File: config.mk
export PLATFORM = sky130hd
export DESIGN_NAME = btn_debounce
export DESIGN_NICKNAME = d
export VERILOG_FILES = /design/src/rtl/board_io_pkg.sv /design/src/rtl/debounce_chan.sv /design/src/rtl/btn_debounce.sv
export SDC_FILE = /design/constraint.sdc
export NUM_CORES = 1
export LEC_CHECK = 0
export BUFFER_PORTS_ARGS = -buffer_cell sky130_fd_sc_hd__clkbuf_2
export CAP_MARGIN = 20
export CORE_MARGIN = 2
export CORE_UTILIZATION = 40
export CTS_CLUSTER_DIAMETER = 120
export CTS_CLUSTER_SIZE = 14
export DETAILED_ROUTE_END_ITERATION = 8
export MAX_ROUTING_LAYER = met4
export SKIP_CTS_REPAIR_TIMING = 1
export SLEW_MARGIN = 40
export SYNTH_ARGS = -nofsm -noshare
export SYNTH_HDL_FRONTEND = slang
export SYNTH_SLANG_ARGS = --single-unit
File: constraint.sdc
create_clock -name clk -period 1.77 [get_ports clk]
set_clock_uncertainty 0.15 [all_clocks]
set_input_delay 0.0885 -clock clk [delete_from_list [all_inputs] [get_ports clk]]
set_output_delay 0.0885 -clock clk [all_outputs]
set_load 0.01 [all_outputs]
File: src/rtl/board_io_pkg.sv
// Shared constants and types for the board push-button / switch input path.
// Also used by the top-level wiring for default debounce depth and button count.
package board_io_pkg;

  localparam int DEBOUNCE_CNT_W = 4;
  localparam int DEF_STABLE_CNT = 4;
  localparam int NUM_BUTTONS    = 5;
  localparam int MAX_STABLE_CNT = (1 << DEBOUNCE_CNT_W) - 1;

  typedef logic [DEBOUNCE_CNT_W-1:0] dbc_cnt_t;

  typedef struct packed {
    logic level;
    logic rise;
    logic fall;
  } chan_out_t;

  // Terminal count of the stability counter; out-of-range depths are clamped
  // so the counter can never wrap.
  function automatic dbc_cnt_t cnt_last(input int stable_cnt);
    int clamped;
    if (stable_cnt < 1) begin
      clamped = 1;
    end else if (stable_cnt > MAX_STABLE_CNT) begin
      clamped = MAX_STABLE_CNT;
    end else begin
      clamped = stable_cnt;
    end
    return dbc_cnt_t'(clamped - 1);
  endfunction

endpackage

File: src/rtl/debounce_chan.sv
// One debounce channel: 2-flop synchroniser, stability counter, level and edge pulses.
// Latency 2 clk + STABLE_CNT ticks; no backpressure, counter advances only when tick is high.
module debounce_chan
  import board_io_pkg::*;
#(
  parameter int STABLE_CNT  = DEF_STABLE_CNT,
  parameter bit RESET_LEVEL = 1'b0
) (
  input  logic      clk,
  input  logic      rst,
  input  logic      tick,
  input  logic      raw_in,
  output chan_out_t chan_out
);

  localparam dbc_cnt_t CNT_LAST = cnt_last(STABLE_CNT);

  logic     s1_q, s1_d;
  logic     s2_q, s2_d;
  logic     level_q, level_d;
  logic     rise_q, rise_d;
  logic     fall_q, fall_d;
  dbc_cnt_t cnt_q, cnt_d;

  always_comb begin
    s1_d    = raw_in;
    s2_d    = s1_q;
    cnt_d   = cnt_q;
    level_d = level_q;
    rise_d  = 1'b0;
    fall_d  = 1'b0;
    if (tick) begin
      if (s2_q == level_q) begin
        cnt_d = '0;
      end else if (cnt_q == CNT_LAST) begin
        // Pulses are registered alongside level so they line up with it.
        level_d = s2_q;
        cnt_d   = '0;
        rise_d  = s2_q;
        fall_d  = ~s2_q;
      end else begin
        cnt_d = cnt_q + dbc_cnt_t'(1);
      end
    end
  end

  always_ff @(posedge clk or posedge rst) begin
    if (rst) begin
      s1_q    <= RESET_LEVEL;
      s2_q    <= RESET_LEVEL;
      cnt_q   <= '0;
      level_q <= RESET_LEVEL;
      rise_q  <= 1'b0;
      fall_q  <= 1'b0;
    end else begin
      s1_q    <= s1_d;
      s2_q    <= s2_d;
      cnt_q   <= cnt_d;
      level_q <= level_d;
      rise_q  <= rise_d;
      fall_q  <= fall_d;
    end
  end

  assign chan_out.level = level_q;
  assign chan_out.rise  = rise_q;
  assign chan_out.fall  = fall_q;

endmodule

File: src/rtl/btn_debounce.sv
// N-channel button/switch debouncer sampled on rising edges of a divider bit.
// Latency 2 clk + STABLE_CNT ticks; no backpressure, outputs hold while div_bit is static.
module btn_debounce
  import board_io_pkg::*;
#(
  parameter int N           = NUM_BUTTONS,
  parameter int STABLE_CNT  = DEF_STABLE_CNT,
  parameter bit RESET_LEVEL = 1'b0
) (
  input  logic         clk,
  input  logic         rst,
  input  logic         div_bit,
  input  logic [N-1:0] raw_in,
  output logic [N-1:0] level_out,
  output logic [N-1:0] rise_pulse,
  output logic [N-1:0] fall_pulse
);

  logic div_q, div_d;
  logic tick;

  always_comb begin
    div_d = div_bit;
  end

  // Resetting to 1 suppresses a spurious tick if div_bit is already high.
  always_ff @(posedge clk or posedge rst) begin
    if (rst) begin
      div_q <= 1'b1;
    end else begin
      div_q <= div_d;
    end
  end

  assign tick = div_bit & ~div_q;

  chan_out_t [N-1:0] chan_w;

  for (genvar i = 0; i < N; i++) begin : g_chan
    debounce_chan #(
      .STABLE_CNT  (STABLE_CNT),
      .RESET_LEVEL (RESET_LEVEL)
    ) u_chan (
      .clk      (clk),
      .rst      (rst),
      .tick     (tick),
      .raw_in   (raw_in[i]),
      .chan_out (chan_w[i])
    );

    assign level_out[i]  = chan_w[i].level;
    assign rise_pulse[i] = chan_w[i].rise;
    assign fall_pulse[i] = chan_w[i].fall;
  end

endmodule
-- After elaboration in Yosys (flattened, before gate mapping)
Cells that the tools add are included.
- eq/ne operators: 10
- multiplexer cells: 40
- bitwise operators: 12
- add/sub/neg operators: 5
- reductions and logical operators: 5
- operators with widths (kind ; count):
    2-to-1 mux 4 bit ; 10
    2-to-1 mux 1 bit ; 30
    adder 4 x 1 -> 4 bit, second input constant ; 5
    equality test 4 x 2 -> 1 bit, second input constant ; 5
    AND reduction 3 bit ; 5
    inverter 1 bit ; 11
    equality test 1 bit ; 5
    bitwise AND 1 bit ; 1
- input bits: 8
- register bits after elaboration: 46
- logic and storage cells: 103
- output and inout bits: 15

-- Depth between registers and ports, before layout
- depth in word-level cells: 4
- depth in mapped cells: 5
- gate-level depth less buffers: 4

-- Cells and area by module
A second synthesis with hierarchy kept.
- cell total of the unflattened synthesis: 168
- area total of the unflattened synthesis: 2108.3 sq um
- by module, submodules not included (module ; instances ; cells an instance ; sequential area each (sq um) ; area an instance (sq um)):
    debounce_chan ; 5 ; 33 ; 225.2 ; 412.9
    btn_debounce ; 1 ; 3 ; 26.3 ; 43.8

-- Worst setup path after synthesis
OpenSTA, ideal clock, no wires.
- path kind: flip-flop to flip-flop
- start: register div_q
- end: register g_chan[2].u_chan.level_q
- buffers on the path: 1
- period minus slack after synthesis: 1.492 ns
- setup time: 0.125 ns
- cell stages (with the launch flop): 5
- setup slack: 0.278 ns
- data arrival time: 1.218 ns
- data required time: 1.495 ns
- path through: dfstp_2 -> and2b_1 -> buf_2 -> nand2_1 -> mux2_2
- word-level cells in the longest chain between the ends: 3
- ends and longest elaborated chain (item ; line ; text):
    start, declared ; btn_debounce.sv:19 ; logic div_q, div_d;
    start signal, assigned ; btn_debounce.sv:31 ; div_q <= div_d;
    inverter 1 bit ; btn_debounce.sv:35 ; assign tick = div_bit & ~div_q;
    bitwise AND 1 bit ; btn_debounce.sv:35 ;
    AND reduction 3 bit (no line) ; - ;
    end signal, assigned ; debounce_chan.sv:59 ; level_q <= level_d;
    end, declared ; debounce_chan.sv:20 ; logic level_q, level_d;
No other way between the ends.
A chain may end at the register's enable or synchronous reset.

-- Worst setup path in the final report
- start: register div_q
- end: register g_chan[1].u_chan.level_q
- word-level cells in the longest chain between the ends: 3
- ends and longest elaborated chain (item ; line):
    inverter 1 bit ; btn_debounce.sv:35
    bitwise AND 1 bit ; btn_debounce.sv:35
    AND reduction 3 bit (no line) ; -
    end signal, assigned ; debounce_chan.sv:59
    end, declared ; debounce_chan.sv:20
No other way between the ends.

==> flow_summary_export.csv <==
group,metric,value,unit
setup_path,slowest_stage,"dfstp_2",
setup_path,r2r_cells,3,
yosys,yosysSeqAreaShare,57.9,%
cells_and_area,fill_cells,463,
setup_path,cp.arrival,1.70,ns
cells_and_area,drive_above_1_share,19.6,%
sta,tightest_slew,0.738,ns
floorplanning,row_count,25,
worst_hold_path,holdPathStages,0,
setup_path,max_stage_delay,0.53,ns
sta,period_share,95.2,%
place,dp.cells,243,
global_routing,grtUsageTotal,14.2,%
global_routing,grt_max_degree,29,
floorplanning,io_pins,23,
clocking,clock_latency,0.29,ns
place,port-buffer-count,22,
setup_path,crit_required,1.79,ns
detailed_routing,via_per_inst,5.09,
power,p_leak,1.05,nW
clocking,clk_path_buf_depth,2,
yosys,ys_warn_count,0,
detailed_routing,firstDrtPassIters,4,
sta,fmax,0.593,GHz
place,place_congestion,0.715,
cells_and_area,fin_cells,256,
setup_path,startpoint_type,"flip-flop",
setup_path,r2r_start,"div_q$_DFF_PP1_",
yosys,synth_area,0.00199,mm2
detailed_routing,drt-wirelength-per-cell,12.9,um
sta,slew_headroom,50.5,%
setup_path,r2r_slack,0.08,ns
yosys,synth_seq_cells,46,
clocking,cts-root-buf,"clkbuf_8",
power,p_per_area,1150,mW/mm2
setup_path,critPathCaptureType,"flip-flop",
global_routing,grt_pass1_wl,5.82,mm
worst_hold_path,holdCritPathClass,"reg2reg",
setup_path,path_cells,"and2b_1 > nand2_1 > mux2_2",
floorplanning,dieArea,0.00555,mm2
floorplanning,start_util,41.8,%
cells_and_area,fin_nets,203,
yosys,synth_cells,170,
power,power,2.58,mW
sta,tns,0,ns
floorplanning,core,0.00475,mm2
clocking,path_clk_slew,0.08,ns
power,ir_drop,615,uV
cells_and_area,antennaDiodeCount,0,
worst_hold_path,hp-start,"g_chan[2].u_chan.s1_q$_DFF_PP0_",
detailed_routing,vias,1302,
worst_hold_path,hold_path_end,"g_chan[2].u_chan.s2_q$_DFF_PP0_",
detailed_routing,drtAntennaViolNets,0,
floorplanning,die_w,74.5,um
clocking,numCtsBuffers,5,
sta,layout_min_cycle_time,1.69,ns
sta,final_hold_viol_count,0,
floorplanning,die_height,74.5,um
place,dpl.hpwl,2.33,mm
setup_path,crit_fanout,15,
detailed_routing,wl,3.30,mm
job,max_cap_violations,0,
clocking,htreeDepth,2,
yosys,post_synth.cell_area_avg,11.7,um2
setup_path,r2r_end,"g_chan[1].u_chan.level_q$_DFFE_PP0P_",
global_routing,grt_overflow,0,
clocking,cts_num_sinks,46,
cells_and_area,postLayoutCoreUtil,46.9,%
detailed_routing,drc,0,
sta,finalSetupViolCount,0,
sta,grt_setup_unrepaired,"no",
sta,maxSlewViolCount,0,
global_routing,grt_pass1_vias,1344,
yosys,synth.distinct_cells,29,
setup_path,timing_worst_setup_path_type,"reg2reg",
yosys,syn-num-nets,183,
run_status,outcome,"finished, final reports clean",
cells_and_area,area_growth,12.1,%
detailed_routing,drt_iter0_drc,46,
sta,hold_slack,0.199,ns
global_routing,antenna_found_initial,0,
clocking,cts_tree,"yes",
## power by group
part / internal (mW) / total [mW] / leakage, nW / switching, mW
Combinational: 0.276 / 0.556 / 0.403 / 0.280
Sequential: 1.22 / 1.40 / 0.600 / 0.180
Clock: 0.301 / 0.615 / 0.0431 / 0.314
Total: 1.80 / 2.58 / 1.05 / 0.774
## worst max path at each step
stage | to | cells after the start | start | slack (ns)
after floorplan | g_chan[2].u_chan.level_q$_DFFE_PP0P_ | 4 | div_q$_DFF_PP1_ | 0.28
after global placement | g_chan[1].u_chan.level_q$_DFFE_PP0P_ | 3 | div_q$_DFF_PP1_ | 0.12
after detailed placement | g_chan[3].u_chan.level_q$_DFFE_PP0P_ | 3 | div_q$_DFF_PP1_ | 0.09
after CTS | g_chan[0].u_chan.level_q$_DFFE_PP0P_ | 3 | div_q$_DFF_PP1_ | 0.08
after global routing | g_chan[4].u_chan.level_q$_DFFE_PP0P_ | 3 | div_q$_DFF_PP1_ | 0.009
final | g_chan[1].u_chan.level_q$_DFFE_PP0P_ | 3 | div_q$_DFF_PP1_ | 0.08
## cell type report
class | count | area [um2] | area share (%)
Clock buffer | 6 | 82.6 | 3.70
Multi-Input combinational cell | 101 | 682 | 30.6
Sequential cell | 46 | 1150 | 51.7
Timing Repair Buffer | 32 | 215 | 9.65
Inverter | 4 | 15.0 | 0.673
Tap cell | 67 | 83.8 | 3.76
## registers in the layout (all words and copies together), names as in the netlist
register               cells
g_chan.u_chan.s2_q         5
g_chan.u_chan.level_q      5
g_chan.u_chan.s1_q         5
div_q                      1
g_chan.u_chan.cnt_q       20
g_chan.u_chan.rise_q       5
g_chan.u_chan.fall_q       5
## placed cells by master, fill, tap and decap left out
master | Yosys | final
dfrtp_1 | 45 | 45
clkbuf_2 | 0 | 22
nand2_1 | 18 | 18
nor3b_1 | 15 | 15
o21ai_0 | 10 | 10
a22o_1 | 7 | 7
dlygate4sd3_1 | 0 | 7
nor2_1 | 6 | 6
nor2b_1 | 6 | 6
nand3_1 | 6 | 6
clkbuf_8 | 0 | 6
xnor2_1 | 5 | 5
mux2_2 | 5 | 5
ha_1 | 5 | 5
a32o_1 | 3 | 3
inv_1 | 4 | 3
xor2_1 | 2 | 2
o31ai_1 | 2 | 2
a21oi_1 | 2 | 2
and3_1 | 2 | 2
buf_4 | 16 | 2
nand2b_1 | 1 | 1
and2b_1 | 1 | 1
nand4_1 | 1 | 1
clkinv_1 | 0 | 1
nand3b_1 | 1 | 1
o2bb2ai_1 | 1 | 1
or4_1 | 1 | 1
o311ai_1 | 1 | 1
dfstp_2 | 1 | 1
buf_12 | 0 | 1
## synth_stat cells (all sizes together)
cell type | n | share of area [%]
a21oi | 2 | 0.50
a22o | 7 | 3.1
a32o | 3 | 1.5
and2b | 1 | 0.38
and3 | 2 | 0.63
buf | 18 | 6.9
clkbuf | 1 | 0.19
dfrtp | 45 | 57
dfstp | 1 | 1.3
ha | 5 | 3.1
inv | 4 | 0.75
mux2 | 5 | 2.8
nand2 | 18 | 3.4
nand2b | 1 | 0.31
nand3 | 6 | 1.5
nand3b | 1 | 0.38
nand4 | 1 | 0.31
nor2 | 6 | 1.1
nor2b | 6 | 1.9
nor3b | 15 | 5.7
o21ai | 10 | 2.5
o2bb2ai | 1 | 0.44
o311ai | 1 | 0.44
o31ai | 2 | 0.75
or4 | 1 | 0.38
xnor2 | 5 | 2.2
xor2 | 2 | 0.88
## stage by stage
step	area [um2]	setup slack, ns
4_1_cts	2160	0.0753
2_1_floorplan	1990	0.278
3_3_place_gp	2080	0.122
6_report	2230	0.0850
5_1_grt	2230	0.00937
3_5_place_dp	2080	0.0867
## critical path: cells and delay by family (launching register included)
family,cells,cell delay (ns)
multiplexers,1,0.34
flip-flops,1,0.53
AND/OR/NAND/NOR,2,0.54
## kinds of logic (layout without fill, tap and decap cells)
kind of cell	after synthesis	after routing	share of synthesized area [%]
adders and majority gates	5	5	3.14
muxes	5	5	2.83
xor gates and xnor gates	7	7	3.08
AOI/OAI and AO/OA	26	26	9.25
buffers and inverters	23	42	7.80
DFF	46	46	57.9
and+or+nand+nor	58	58	16.0
## routing by layer
metal | global-route usage, % | up-vias | routed length (um)
met5 | - | - | 0
met4 | 5.95 | 0 | 41
met3 | 3.79 | 4 | 122
met2 | 24.1 | 29 | 1750
met1 | 15.8 | 653 | 1380
li1 | - | 616 | -
No activity file was read; power rests on OpenSTA's default activity.
